===== src/rtl/pulse_period_meter.sv =====
// Measures sys_clk cycles between consecutive rising edges of an asynchronous pulse train.
// Reports the last period, min/max since clear, a saturating count and a sticky timeout.
//
//   state     | meaning
//   ----------+-------------------------------------------------------------
//   S_IDLE    | waiting for the first rise; counter held at 0
//   S_MEASURE | counting cycles since the last rise; next rise closes a period

module pulse_period_meter #(
    parameter int               CNT_W   = 40,
    parameter logic [CNT_W-1:0] TIMEOUT = 40'd60_000_000_000
) (
    input  logic             sys_clk,
    input  logic             rst,
    input  logic             pulse_in,
    input  logic             clear,
    output logic [CNT_W-1:0] period,
    output logic             period_valid,
    output logic [CNT_W-1:0] min_period,
    output logic [CNT_W-1:0] max_period,
    output logic [15:0]      meas_cnt,
    output logic             timeout
);

    typedef enum logic {S_IDLE, S_MEASURE} state_t;

    localparam logic [CNT_W-1:0] CNT_ONE = {{(CNT_W-1){1'b0}}, 1'b1};

    state_t           r_state;
    logic             r_sync1, r_sync2, r_prev;
    logic [CNT_W-1:0] r_cnt;
    logic [CNT_W-1:0] r_period;
    logic [CNT_W-1:0] r_min;
    logic [CNT_W-1:0] r_max;
    logic [15:0]      r_meas_cnt;
    logic             r_valid;
    logic             r_timeout;
    logic             w_rise;

    // clear leaves the synchronizer alone so an edge in flight is not re-detected
    always_ff @(posedge sys_clk) begin
        if (rst) begin
            r_sync1 <= 1'b0;
            r_sync2 <= 1'b0;
            r_prev  <= 1'b0;
        end else begin
            r_sync1 <= pulse_in;
            r_sync2 <= r_sync1;
            r_prev  <= r_sync2;
        end
    end

    assign w_rise = r_sync2 & ~r_prev;

    always_ff @(posedge sys_clk) begin
        if (rst || clear) begin
            r_state    <= S_IDLE;
            r_cnt      <= '0;
            r_period   <= '0;
            r_min      <= '1;
            r_max      <= '0;
            r_meas_cnt <= '0;
            r_valid    <= 1'b0;
            r_timeout  <= 1'b0;
        end else begin
            r_valid <= 1'b0;
            case (r_state)
                S_IDLE: begin
                    r_cnt <= '0;
                    if (w_rise) begin
                        r_cnt   <= CNT_ONE;
                        r_state <= S_MEASURE;
                    end
                end
                S_MEASURE: begin
                    if (w_rise) begin
                        // a rise on the terminal count still closes a valid period
                        r_period <= r_cnt;
                        r_cnt    <= CNT_ONE;
                        r_valid  <= 1'b1;
                        if (r_cnt < r_min) r_min <= r_cnt;
                        if (r_cnt > r_max) r_max <= r_cnt;
                        if (r_meas_cnt != 16'hFFFF) r_meas_cnt <= r_meas_cnt + 16'd1;
                    end else if (r_cnt == TIMEOUT) begin
                        r_timeout <= 1'b1;
                        r_cnt     <= '0;
                        r_state   <= S_IDLE;
                    end else begin
                        r_cnt <= r_cnt + CNT_ONE;
                    end
                end
                default: begin
                    r_state <= S_IDLE;
                    r_cnt   <= '0;
                end
            endcase
        end
    end

    assign period       = r_period;
    assign period_valid = r_valid;
    assign min_period   = r_min;
    assign max_period   = r_max;
    assign meas_cnt     = r_meas_cnt;
    assign timeout      = r_timeout;

endmodule


===== config.mk =====
export PLATFORM = sky130hd
export DESIGN_NAME = pulse_period_meter
export DESIGN_NICKNAME = d
export VERILOG_FILES = /design/src/rtl/pulse_period_meter.sv
export SDC_FILE = /design/constraint.sdc
export NUM_CORES = 1
export LEC_CHECK = 0
export BUFFER_PORTS_ARGS = -buffer_cell sky130_fd_sc_hd__buf_2
export CAP_MARGIN = 15
export CORE_ASPECT_RATIO = 0.6
export CORE_MARGIN = 3
export CORE_UTILIZATION = 62
export CTS_CLUSTER_DIAMETER = 60
export DETAILED_ROUTE_END_ITERATION = 8
export GPL_TIMING_DRIVEN = 0
export PLACE_DENSITY = 0.86
export SLEW_MARGIN = 20
export SYNTH_ARGS = -nofsm -noshare
export SYNTH_HDL_FRONTEND = slang
export SYNTH_SLANG_ARGS = --single-unit

===== constraint.sdc =====
create_clock -name sys_clk -period 5.3 [get_ports sys_clk]
set_clock_uncertainty 0.1 [all_clocks]
set_input_delay 1.325 -clock sys_clk [delete_from_list [all_inputs] [get_ports sys_clk]]
set_output_delay 1.325 -clock sys_clk [all_outputs]
set_load 0.005 [all_outputs]

## Word-level counts from Yosys, hierarchy flattened

Index checks and enable logic that the tools add are counted.

- Bits in registers: 182
- Input port bits: 4
- Output and inout bits: 138

- $add $sub $neg: 2
- $lt $le $gt $ge: 2
- Equal/unequal tests: 2
- Mux-type cells: 8
- Bitwise gates (word level): 4
- Reduce and logical (&&, ||, !) cells: 7

Operator list:

| cell | count |
|---|---|
| 40-bit 2-to-1 mux | 2 |
| 40-bit case mux with 2 select lines | 1 |
| 40-bit by 1-bit adder with 40-bit output (second input constant) | 1 |
| 40-bit by 36-bit == test with 1-bit output (second input constant) | 1 |
| 40-bit greater-than comparator | 1 |
| 40-bit < comparator | 1 |
| 16-bit by 1-bit adder with 16-bit output (second input constant) | 1 |
| 16-bit inequality test (second input constant) | 1 |
| 3-bit AND reduction | 4 |
| 1-bit 2-to-1 mux | 4 |
| 1-bit NOT | 3 |
| 1-bit case mux with 2 select lines | 1 |
| 2-bit AND reduction | 1 |
| 2-bit OR reduction | 1 |
| 1-bit bitwise AND | 1 |
| 1-bit logical OR | 1 |

## Logic depth before layout (Yosys ltp)

- Depth after elaboration: 4
- Mapped depth: 11

## Worst setup path before layout

No wires, ideal clock.

- Kind: in2reg
- From: in clear
- To: reg r_cnt[34]
- Setup time: 64 ps
- Arrival: 2,473 ps
- Required time: 5,136 ps
- Slack: 2,663 ps
- Stages on the path: 6
- Path buffers: 3
- Path through: or2_2 clkbuf_1 or3_4 buf_6 buf_6 nor2_1

- Cells in the longest elaborated chain, start to end: 1

RTL lines:

| what | RTL line | text |
|---|---|---|
| start, declared | 16 | `input logic clear,` |
| 1-bit logical OR | 56 | `if (rst \|\| clear) begin` |
| end signal, assigned | 89 | `r_cnt <= r_cnt + CNT_ONE;` |
| end, declared | 31 | `logic [CNT_W-1:0] r_cnt;` |

No other way between the ends.
A chain may end at the register's enable or synchronous reset.

## Worst setup path in the final report

- From: reg r_cnt[39]
- To: reg r_max[2], in the netlist max_period[2]

- Cells in the longest elaborated chain, start to end: 2

RTL lines:

| what | RTL line | text |
|---|---|---|
| 40-bit greater-than comparator | 82 | `if (r_cnt > r_max) r_max <= r_cnt;` |
| 3-bit AND reduction (no source line) | n/a |  |
| end signal, assigned | 82 |  |
| end, declared | 34 | `logic [CNT_W-1:0] r_max;` |

No other way between the ends.

==> summary.txt <==
Remaining Overflow, GRT -> 0
Hold Path Cell Cnt -> 2
Initial antenna violation count -> 0
Clock sinks -> 182
CP Launch Type -> flop
Most common library cell in the layout ignoring fill and taps -> dfxtp_1
Initial core utilization -> 65.2%
XOR/XNOR Fraction of Synth Area -> 4.69%
Finished Core Util -> 76.3%
P&R area growth vs syn -> 17.0%
Critical Path AT -> 3.51 ns
Core area -> 14000 sq um
Largest family of logic cells by synthesized area -> simple AND/OR/NAND/NOR gates
Simple-gate area share of the yosys netlist -> 19.7%
Max Root-Sink Buffers -> 2
First-pass GRT wire length -> 40.6 mm
Worst path slowest cell -> a2111oi_0
Vias in the first global route -> 7928
FFs w/ async S/R, synth -> 0%
Sequential area share after synthesis -> 39.8%
Synthesized Nets -> 1179
Reg2reg setup slack -> 1.99 ns
Average size of a mapped cell -> 8.37 sq um
Post-DRT Antenna Nets -> 0
Cell count of the worst reg-to-reg path -> 10
Fmax achieved -> 302 MHz
Largest delay share family, worst path -> compound AO/OA/AOI/OAI gates
DIE HEIGHT -> 100 um
CTS Hold Bufs -> 0
Kind of end point of the critical path -> flop
Detailed Routing Iterations Pass 1 -> 5
Initial DRC Count -> 997
Cells after synthesis -> 1093
Top Metal Used -> met4
Static Leak -> 5.22 nW
Post-synth top area share -> 39.8%
Setup crit start -> r_cnt[39]
Post-CTS setup buffer count -> 0
Distinct cells, synth -> 56
Row cnt -> 33
Max-cap viol count -> 0
Post-layout min period -> 3.31 ns
Outcome -> complete, no violations
Final Slew Violations -> 0
CP Buf/Inv Count -> 2
WP data required -> 5.50 ns
Cell Area, Synth -> 9150 sq um
Critical hold path startpoint -> period[10]
# fillers -> 1021
CTS tree -> yes
Synth Area in Compound Gates -> 12.6%
CP Max Fanout -> 10
Diodes inserted -> 0
Clock latency on the worst-skew pair -> 0.43 ns
Die Wd -> 163 um
Clock-pin slew on the worst setup and hold paths -> 0.07 ns
Buffers on Ports -> 141
Top cells by area, synth -> dfxtp_1, ha_1, nand2_1
CP Cell Sequence -> ha_1 -> nand4_2 -> nor3_1 -> a22o_1 -> a2111oi_0 -> a31o_1 -> buf_6 -> buf_12 -> mux2i_1 -> nor2_1
PostCTS Resize Cnt -> 0
Adder-cell share of the synthesized area -> 11.2%
Final hold vios -> 0
Fraction of layout cells with a size suffix above 1 -> 16.9%
Hold Path Sink -> period[10]
Min-Delay Path Class -> reg -> reg
Die footprint -> 16300 sq um
Most frequent cells in the layout -> dfxtp_1, nand2_1, buf_2
Worst-Margin Slew -> 0.865 ns
Clock Tree Root -> clkbuf_16
Most used flip-flop cell after synthesis -> dfxtp_1
Crit share post-route -> 62.5%
GRT Total Usage -> 31.0%
GP Congestion -> 0.891
TNS Setup -> 0 ns
CTS H-tree lvls -> 4
Mux cell area share after synthesis -> 4.48%
DRT Wirelength -> 25.4 mm
Final layout net count -> 1339
Met2 wire len -> 11.0 mm
Critical path type -> reg -> reg
Post-synth top area cell -> dfxtp_1
M1 wire length -> 11.2 mm
Worst path max stage delay -> 0.76 ns
WL met3 -> 2.69 mm
Setup violators final -> 0
Vias post-DR -> 8561
Via-per-instance ratio -> 5.87
Reg2reg end -> max_period[2]
Routed length per instance -> 17.4 um
Pwr dens -> 255 nW/um^2
Maximum vdd drop -> 200 uV
Ports -> 142
RSZ-0062 raised after global routing -> false
Worst r2r src -> r_cnt[39]
HPWL Detailed -> 18.0 mm
Post-synth EDFFs -> 0
Drt drc -> 0
Largest net degree at the start of global routing -> 19
Relative slew slack -> 41.7%
#FFs+latches synth -> 182
Synth warn -> 0
Total CTS buffers -> 17
-- worst min-delay path: cells and delay by family, from the launching register on --
kind            cells  cell delay, ns
flops               1            0.31
simple gates        1            0.05
compound gates      1            0.05
-- per-stage QoR --
| stage | cell area, sq um | setup slack [ns] | power, mW | hold WS, ns | instances |
|---|---|---|---|---|---|
| finish | 10700 | 1.99 | 2.73 | 0.351 | 1458 |
| global route | 10700 | 1.88 | 2.79 | 0.377 | 1458 |
| CTS | 10700 | 2.03 | 2.73 | 0.353 | 1458 |
| detailed placement | 10100 | 1.80 | 1.44 | 0.337 | 1426 |
| global placement | 10100 | 1.81 | 1.44 | 0.339 | 1426 |
| floorplan | 9150 | 2.66 | 1.43 | 0.314 | 1093 |
-- area by class of cell --
class / instances / area (sq um) / area share (%)
well taps: 192 / 240 / 2.24
clock inverters: 15 / 186 / 1.74
plain buffers: 68 / 373 / 3.48
inverters: 86 / 323 / 3.01
multi-input cells: 757 / 4810 / 44.9
repair buffers: 141 / 706 / 6.59
flip-flops and latches: 182 / 3640 / 34.0
clock buffers: 17 / 425 / 3.97
-- registers in the layout (all words and copies together) (netlist names) --
register	cells
max_period	40
min_period	40
period	40
r_cnt	40
meas_cnt	16
period_valid	1
r_prev	1
r_state	1
r_sync1	1
r_sync2	1
timeout	1
-- kinds of logic after synthesis --
group / Yosys count
and+or+nand+nor: 384
muxes: 41
adders and majority gates: 82
xor gates and xnor gates: 49
AOI/OAI and AO/OA: 201
buffers and inverters: 154
DFF: 182
-- worst max path at each step --
| stage | endpoint | slack, ns | depth (start not counted) |
|---|---|---|---|
| after floorplan | r_cnt[34] | 2.66 | 6 |
| final | max_period[2] | 1.99 | 10 |
| after CTS | max_period[1] | 2.03 | 10 |
| after global placement | max_period[22] | 1.81 | 6 |
| after detailed placement | max_period[24] | 1.80 | 6 |
| after global routing | max_period[1] | 1.88 | 10 |
-- layer usage --
layer	GRT usage (%)	vias to the layer above
met5	0	-
met4	10.2	0
met3	6.93	58
met2	46.9	483
met1	44.3	3983
li1	-	4037
-- synth_stat cells, types with 4 or more instances --
library cell / number
buf_12: 4
a21oi_1: 73
and4_1: 4
or3_1: 4
a21o_1: 11
nand3_1: 31
and3_1: 15
o21ai_0: 56
xor2_1: 37
clkbuf_1: 44
xnor2_1: 12
nor3_1: 6
nor4_1: 4
buf_2: 16
inv_1: 86
nand4_1: 22
dfxtp_1: 182
ha_1: 82
a31oi_1: 41
nor2b_1: 5
nand2_1: 160
nor2_1: 109
mux2i_1: 41
-- power by group --
part	internal (mW)	switching, mW
Combinational	0.0118	0.0325
Sequential	1.37	0.00150
Clock	0.720	0.597
Total	2.10	0.631
Note: power is estimated with default switching activity, not from simulation.
